File: config.mk
export PLATFORM = sky130hd
export DESIGN_NAME = core_mc_flat
export DESIGN_NICKNAME = d
export VERILOG_FILES = /design/src/rtl/core_mc_if.sv /design/src/rtl/core_mc.sv /design/src/flat_wrapper.sv
export SDC_FILE = /design/constraint.sdc
export NUM_CORES = 2
export LEC_CHECK = 0
export CORE_UTILIZATION = 30
export CTS_BUF_LIST = sky130_fd_sc_hd__clkbuf_4 sky130_fd_sc_hd__clkbuf_8
export CTS_CLUSTER_SIZE = 10
export DETAILED_ROUTE_END_ITERATION = 8
export GPL_TIMING_DRIVEN = 0
export MAX_ROUTING_LAYER = met4
export PLACE_DENSITY = 0.48
export SLEW_MARGIN = 20
export SYNTH_ARGS = -nofsm -noshare
export SYNTH_HDL_FRONTEND = slang
export SYNTH_SLANG_ARGS = --single-unit
export TNS_END_PERCENT = 100
File: constraint.sdc
create_clock -name clk -period 9.96 [get_ports clk]
set_clock_uncertainty 0.05 [all_clocks]
set_input_delay 1.992 -clock clk [delete_from_list [all_inputs] [get_ports clk]]
set_output_delay 1.992 -clock clk [all_outputs]
set_load 0.01 [all_outputs]
File: src/rtl/core_mc_if.sv
// Instruction-fetch and data-memory handshake bundle for core_mc.
// The core drives requests through master; the memory system answers through slave.
interface core_mc_if;
  logic        instr_req;
  logic [31:0] instr_addr;
  logic [31:0] instr_data;
  logic        instr_ack;
  logic        mem_re;
  logic        mem_we;
  logic [31:0] mem_addr;
  logic [31:0] mem_wdata;
  logic [31:0] mem_rdata;
  logic        mem_ack;

  modport master (
    output instr_req, instr_addr, mem_re, mem_we, mem_addr, mem_wdata,
    input  instr_data, instr_ack, mem_rdata, mem_ack
  );

  modport slave (
    input  instr_req, instr_addr, mem_re, mem_we, mem_addr, mem_wdata,
    output instr_data, instr_ack, mem_rdata, mem_ack
  );
endinterface

File: src/rtl/core_mc.sv
// Multi-cycle RV32I-subset core: FETCH -> EXEC (-> MEM) -> FETCH, or HALT after last_pc
// retires or a data-memory wait times out.
module core_mc #(
  parameter logic [31:0] RESET_PC    = 32'h0000_0000,
  parameter int unsigned NREGS       = 32,
  parameter int unsigned MEM_TIMEOUT = 0
) (
  input  logic             clk,
  input  logic             rst,
  input  logic [31:0]      last_pc,
  core_mc_if.master        bus,
  output logic             retire,
  output logic             halted,
  output logic             fault
);
  localparam int AW = $clog2(NREGS);

  localparam logic [6:0] OPC_OP  = 7'b0110011;
  localparam logic [6:0] OPC_IMM = 7'b0010011;
  localparam logic [6:0] OPC_LD  = 7'b0000011;
  localparam logic [6:0] OPC_ST  = 7'b0100011;
  localparam logic [6:0] OPC_BR  = 7'b1100011;
  localparam logic [6:0] OPC_JAL = 7'b1101111;
  localparam logic [6:0] OPC_LUI = 7'b0110111;

  typedef enum logic [1:0] {FETCH, EXEC, MEM, HALT} state_t;

  state_t      state, state_d;
  logic [31:0] pc, pc_d;
  logic [31:0] ir, ir_d;
  logic [31:0] tcnt, tcnt_d;
  logic        fault_q, fault_set;
  logic        rf_we;
  logic [31:0] rf_wd;
  logic [31:0] rf [NREGS];

  function automatic logic reg_ok(input logic [4:0] idx);
    return (idx != 5'd0) && ({27'd0, idx} < NREGS);
  endfunction

  function automatic logic [31:0] slt(input logic signed [31:0] a, input logic signed [31:0] b);
    return (a < b) ? 32'd1 : 32'd0;
  endfunction

  logic [6:0]  opc, f7;
  logic [2:0]  f3;
  logic [4:0]  rd, rs1, rs2;
  logic [31:0] a, b, imm_i, imm_s, imm_b, imm_j, imm_u, pc4;

  assign opc = ir[6:0];
  assign rd  = ir[11:7];
  assign f3  = ir[14:12];
  assign rs1 = ir[19:15];
  assign rs2 = ir[24:20];
  assign f7  = ir[31:25];

  assign imm_i = {{20{ir[31]}}, ir[31:20]};
  assign imm_s = {{20{ir[31]}}, ir[31:25], ir[11:7]};
  assign imm_b = {{19{ir[31]}}, ir[31], ir[7], ir[30:25], ir[11:8], 1'b0};
  assign imm_j = {{11{ir[31]}}, ir[31], ir[19:12], ir[20], ir[30:21], 1'b0};
  assign imm_u = {ir[31:12], 12'd0};
  assign pc4   = pc + 32'd4;

  // x0 and unimplemented indices read as zero
  assign a = reg_ok(rs1) ? rf[rs1[AW-1:0]] : '0;
  assign b = reg_ok(rs2) ? rf[rs2[AW-1:0]] : '0;

  logic        ex_wen, is_ld, is_st;
  logic [31:0] ex_wd, ex_nxt;

  always_comb begin
    ex_wen = 1'b0;
    ex_wd  = '0;
    ex_nxt = pc4;
    is_ld  = 1'b0;
    is_st  = 1'b0;
    case (opc)
      OPC_OP: begin
        ex_wen = 1'b1;
        case ({f7, f3})
          {7'h00, 3'b000}: ex_wd = a + b;
          {7'h20, 3'b000}: ex_wd = a - b;
          {7'h00, 3'b001}: ex_wd = a << b[4:0];
          {7'h00, 3'b010}: ex_wd = slt(a, b);
          {7'h00, 3'b100}: ex_wd = a ^ b;
          {7'h00, 3'b101}: ex_wd = a >> b[4:0];
          {7'h00, 3'b110}: ex_wd = a | b;
          {7'h00, 3'b111}: ex_wd = a & b;
          default:         ex_wen = 1'b0;
        endcase
      end
      OPC_IMM: begin
        ex_wen = 1'b1;
        case (f3)
          3'b000:  ex_wd = a + imm_i;
          3'b010:  ex_wd = slt(a, imm_i);
          3'b100:  ex_wd = a ^ imm_i;
          3'b110:  ex_wd = a | imm_i;
          3'b111:  ex_wd = a & imm_i;
          default: ex_wen = 1'b0;
        endcase
      end
      OPC_LUI: begin
        ex_wen = 1'b1;
        ex_wd  = imm_u;
      end
      OPC_JAL: begin
        ex_wen = 1'b1;
        ex_wd  = pc4;
        ex_nxt = pc + imm_j;
      end
      OPC_BR: begin
        if ((f3 == 3'b000 && a == b) || (f3 == 3'b001 && a != b))
          ex_nxt = pc + imm_b;
      end
      OPC_LD:  is_ld = (f3 == 3'b010);
      OPC_ST:  is_st = (f3 == 3'b010);
      default: ;
    endcase
  end

  // Address and store data come straight from ir and the register file, which
  // cannot change while the core sits in MEM, so they stay stable during a wait.
  assign bus.instr_req  = (state == FETCH);
  assign bus.instr_addr = pc;
  assign bus.mem_re     = (state == MEM) && is_ld;
  assign bus.mem_we     = (state == MEM) && is_st;
  assign bus.mem_addr   = a + (is_st ? imm_s : imm_i);
  assign bus.mem_wdata  = b;
  assign halted         = (state == HALT);
  assign fault          = fault_q;

  always_comb begin
    state_d   = state;
    pc_d      = pc;
    ir_d      = ir;
    tcnt_d    = tcnt;
    rf_we     = 1'b0;
    rf_wd     = ex_wd;
    retire    = 1'b0;
    fault_set = 1'b0;
    case (state)
      FETCH: begin
        if (bus.instr_ack) begin
          ir_d    = bus.instr_data;
          state_d = EXEC;
        end
      end
      EXEC: begin
        if (is_ld || is_st) begin
          tcnt_d  = '0;
          state_d = MEM;
        end else begin
          rf_we   = ex_wen;
          retire  = 1'b1;
          pc_d    = ex_nxt;
          state_d = (pc == last_pc) ? HALT : FETCH;
        end
      end
      MEM: begin
        if (bus.mem_ack) begin
          rf_we   = is_ld;
          rf_wd   = bus.mem_rdata;
          retire  = 1'b1;
          pc_d    = pc4;
          state_d = (pc == last_pc) ? HALT : FETCH;
        end else if (MEM_TIMEOUT != 0 && tcnt == MEM_TIMEOUT - 1) begin
          fault_set = 1'b1;
          state_d   = HALT;
        end else begin
          tcnt_d = tcnt + 32'd1;
        end
      end
      default: ;
    endcase
    // an instruction abandoned by reset never counts as retired
    if (rst) retire = 1'b0;
  end

  always_ff @(posedge clk) begin
    if (rst) begin
      state   <= FETCH;
      pc      <= RESET_PC;
      ir      <= '0;
      tcnt    <= '0;
      fault_q <= 1'b0;
      for (int i = 0; i < NREGS; i++) rf[i] <= '0;
    end else begin
      state <= state_d;
      pc    <= pc_d;
      ir    <= ir_d;
      tcnt  <= tcnt_d;
      if (fault_set) fault_q <= 1'b1;
      if (rf_we && reg_ok(rd)) rf[rd[AW-1:0]] <= rf_wd;
    end
  end
endmodule

File: src/flat_wrapper.sv
// flat-port wrapper written by rule: the top's interface ports become plain ports
module core_mc_flat 
#(
  parameter logic [31:0] RESET_PC    = 32'h0000_0000,
  parameter int unsigned NREGS       = 32,
  parameter int unsigned MEM_TIMEOUT = 0
)
  (clk, rst, last_pc, retire, halted, fault, bus_instr_req, bus_instr_addr, bus_mem_re, bus_mem_we, bus_mem_addr, bus_mem_wdata, bus_instr_data, bus_instr_ack, bus_mem_rdata, bus_mem_ack);
  core_mc_if bus_i ();
  input  logic clk;
  input  logic rst;
  input  logic [31:0] last_pc;
  output logic retire;
  output logic halted;
  output logic fault;
  output wire logic [$bits(bus_i.instr_req)-1:0] bus_instr_req;
  output wire logic [$bits(bus_i.instr_addr)-1:0] bus_instr_addr;
  output wire logic [$bits(bus_i.mem_re)-1:0] bus_mem_re;
  output wire logic [$bits(bus_i.mem_we)-1:0] bus_mem_we;
  output wire logic [$bits(bus_i.mem_addr)-1:0] bus_mem_addr;
  output wire logic [$bits(bus_i.mem_wdata)-1:0] bus_mem_wdata;
  input wire logic [$bits(bus_i.instr_data)-1:0] bus_instr_data;
  input wire logic [$bits(bus_i.instr_ack)-1:0] bus_instr_ack;
  input wire logic [$bits(bus_i.mem_rdata)-1:0] bus_mem_rdata;
  input wire logic [$bits(bus_i.mem_ack)-1:0] bus_mem_ack;
  assign bus_instr_req = bus_i.instr_req;
  assign bus_instr_addr = bus_i.instr_addr;
  assign bus_mem_re = bus_i.mem_re;
  assign bus_mem_we = bus_i.mem_we;
  assign bus_mem_addr = bus_i.mem_addr;
  assign bus_mem_wdata = bus_i.mem_wdata;
  assign bus_i.instr_data = bus_instr_data;
  assign bus_i.instr_ack = bus_instr_ack;
  assign bus_i.mem_rdata = bus_mem_rdata;
  assign bus_i.mem_ack = bus_mem_ack;
  core_mc #(.RESET_PC(RESET_PC), .NREGS(NREGS), .MEM_TIMEOUT(MEM_TIMEOUT)) u_core (.clk(clk), .rst(rst), .last_pc(last_pc), .bus(bus_i), .retire(retire), .halted(halted), .fault(fault));
endmodule
==> flow_metrics.py <==
metrics = {
    "status": {
        "outcome": "finished with violations",
        "violations": "negative setup slack",
    },
    "detailed_routing": {
        "first_pass_iters": 7,
        "routed-via-count": 69069,
        "routed_wl_mm": 453.5,
        "viasPerCell": 6.466,
        "postRouteAntennaNets": 0,
        "drc": 0,
        "drtIter0Drc": 11181,
        "wire_per_inst_um": 42.45,
    },
    "finish": {
        "fin_area_mm2": 0.08712,
        "nNetsFinal": 7628,
        "syn2layout_area_growth_pct": 17.52,
        "final_layout_size_suffix_gt1_share_pct": 19.16,
        "nFillCells": 24700,
    },
    "power": {
        "seqPwrFrac_pct": 35.1,
        "power_density_mw_per_mm2": 175.6,
        "switching_share_pct": 40.75,
        "power_leakage_nw": 29.31,
        "pwr-share-comb_pct": 37.0,
        "clkPwrFrac_pct": 27.9,
        "intPower_mw": 9.065,
        "peakVddDrop_mv": 0.1392,
        "power_switching_mw": 6.235,
    },
    "sta": {
        "post-route-period-util_pct": 102.3,
        "holdWs_ns": 0.4273,
        "setup_viol": 125,
        "grt_setup_unrepaired": "true",
        "fmax_mhz": 98.10,
        "hold_viol_final": 0,
        "slew_viol_final": 0,
        "maxSlewHeadroom_pct": 7.650,
        "worst_pin_slew_ns": 1.385,
        "fin_crit_ns": 10.19,
        "setup_slack_ns": -0.2333,
    },
    "floorplan": {
        "die_h_um": 499.1,
        "rows": 182,
        "start_util_pct": 30.17,
        "die_x_um": 499.1,
        "ios": 202,
        "die-area_mm2": 0.2491,
        "coreArea_mm2": 0.2457,
    },
    "logic_synthesis": {
        "syn_inst": 6770,
        "synth_seq_cells": 1099,
        "ys.flop_type": "edfxtp_1",
        "yosysWarnings": 0,
        "syn-mean-instance-area_um2": 10.95,
        "yosys.area.top_type": "edfxtp_1",
        "yosys.cell_types.count": 106,
        "yosysTopAreaCellShare_pct": 41.48,
        "syn_area_mm2": 0.07413,
        "seq_area_frac_synth_pct": 43.51,
        "async_flop_share_pct": 0,
        "synth_edf_count": 1024,
        "yosys-top-cells-area": "edfxtp_1 41%, mux4_2 15%, nor2_1 4.9%",
    },
    "clocking": {
        "cts_htree_levels": 4,
        "worstSkewPairLatency_ns": 1.01,
        "clock_path_buffers": 3,
        "clkSinkCount": 1099,
        "path_clk_slew_ns": 0.06,
        "cts_tree": "yes",
        "cts_buffers": 193,
        "cts_root_buffer": "clkbuf_8",
    },
    "grt": {
        "antenna_found_initial": 23,
        "gr-usage-met3_pct": 11.72,
        "grt_max_degree": 42,
        "grt_pass1_wl_mm": 593.6,
        "busiest_layer": "met2",
        "grt_overflow": 0,
        "grt_pass1_vias": 65323,
        "grt_use_met1_pct": 43.55,
        "grt_use_met2_pct": 52.34,
        "grt.total_usage_pct": 36.44,
    },
    "setup_path": {
        "path_cells": "clkbuf_2 -> clkinv_1 -> buf_1 -> nor2_1 -> a221o_1 -> nor2_1 -> buf_2 -> buf_2 -> ha_1 -> inv_1 -> fa_1 -> a211oi_1 -> o21ai_0 -> a2111oi_2 -> o31ai_1 -> nor2b_1 -> o211ai_1 -> a21oi_1 -> or4_4 -> a21oi_4 -> buf_6 -> nor2_2",
        "crit_slowest_cell": "buf_1",
        "endpoint_kind": "register",
        "crit_fanout": 21,
        "cpPeakStageDelay_ns": 0.96,
        "crit_type": "reg -> reg",
        "cp.arrival_ns": 10.81,
        "required_ns": 10.58,
        "start_kind": "register",
    },
    "placed_design": {
        "place_hpwl_mm": 339.3,
        "io_buffers": 198,
        "placed_area_mm2": 0.08241,
        "pre_cts_ws_ns": -2.234,
        "gp_congestion": 1.077,
    },
    "min_path": {
        "hp-class": "reg -> reg",
    },
    "run": {
        "drv_cap": 0,
    },
}
[cell usage after synthesis (15+ instances only)]
master / instances
nand2_1: 458
nand2b_1: 96
a211oi_1: 75
nor4_1: 36
nand4_1: 39
a221oi_1: 36
o311ai_0: 25
mux4_2: 510
o21a_1: 17
a211o_1: 16
o31ai_1: 37
a2111oi_0: 22
and3_1: 25
mux2i_1: 254
ha_1: 230
a22oi_1: 123
a31oi_1: 40
o211ai_1: 58
a21o_1: 56
buf_2: 92
and2_1: 23
dfxtp_1: 75
o221ai_1: 27
mux2_2: 19
nor2b_1: 58
o22ai_1: 71
xor2_1: 73
buf_1: 53
o21ai_0: 226
edfxtp_1: 1024
or3_1: 29
inv_1: 172
o21bai_1: 32
a222oi_1: 15
a21oi_1: 546
clkbuf_1: 438
nand3_1: 95
nor2_2: 30
buf_4: 30
nor2_1: 971
nor3_1: 119
xnor2_1: 101
[path summary, 6_finish.rpt]
path,to,cells after the start,start,slack [ns]
max,u_core.rf[16][18],22,register,-0.23
min,u_core.ir[1],2,u_core.ir[1],0.43
max reg2reg,u_core.rf[16][18],22,register,-0.23
min reg2reg,u_core.ir[1],2,u_core.ir[1],0.43
[cells by family after synthesis]
kind of cell / after synthesis / synth area share (%)
xor gates and xnor gates: 174 / 2.056
and+or+nand+nor: 2051 / 12.28
muxes: 784 / 19.23
other: 1 / 0.005059
adders and majority gates: 236 / 4.044
DFF: 1099 / 43.51
buffers and inverters: 810 / 4.620
AOI/OAI and AO/OA: 1615 / 14.26
[state kept, by name, indices dropped and copies added, names as in the netlist, named ones only]
name,cells
u_core.bus.instr_addr,31
u_core.ir,32
u_core.rf,1024
u_core.state,2
[layout by cell type, fill, tap and decap left out, drive strengths merged, types with 180 or more instances in the layout]
cell type	Yosys	layout
a21oi	548	548
edfxtp	1024	1024
nor2	1001	1001
clkdlybuf4s50	0	197
o21ai	243	243
nand2	458	458
mux2i	255	255
clkbuf	438	690
ha	230	230
buf	192	299
inv	175	180
mux4	510	510
[metal layers]
metal	routed length [µm]	part of all wire, %
met1	167700	37
met2	191500	42
met3	56850	13
met4	37420	8.3
met5	0	0
[power by group through the flow]
stage / clock network, mW / registers, mW / logic [mW]
2_1_floorplan: 0 / 5.38 / 2.72
3_3_place_gp: 0 / 5.46 / 5.13
3_5_place_dp: 0 / 5.45 / 5.24
4_1_cts: 4.23 / 5.36 / 5.35
5_1_grt: 4.41 / 5.38 / 5.69
6_report: 4.27 / 5.37 / 5.66
[repair_timing]
action,in CTS,in global routing
pin swaps,9,4
buffers inserted,22,3
gates resized for setup,156,67
hold buffers,0,0
endpoints found under the setup margin,896,463
[worst max-delay path: cells and delay by family (launching register included)]
kind,cells,cell delay (ns)
buf+inv,7,3.35
compound gates,8,3.22
flops,1,0.33
simple gates,5,2.12
fa+ha+maj,2,0.78
[per-stage QoR]
step,utilization (%),TNS [ns],std cells,power [mW]
4_1_cts,35.33,0,10659,14.94
2_1_floorplan,-,0,6803,8.098
6_report,35.46,-7.141,10682,15.30
3_3_place_gp,32.67,-3264.64,10221,10.59
5_1_grt,35.45,-0.08361,10677,15.48
3_5_place_dp,33.54,-1045.64,10306,10.69
[cell type report]
class                      count  area (µm²)  area share, %
clock buffer                 266        3242          3.721
buffer                       615        3080          3.536
clock inverter                76       452.9         0.5199
sequential                  1099       32260          37.03
tap                         3220        4029          4.625
multi-input combinational   4894       39590          45.44
antenna                       23       57.56        0.06607
inverter                     180       691.9         0.7942
timing repair buffer         309        3721          4.271
Note: power is estimated with default switching activity, not from simulation.
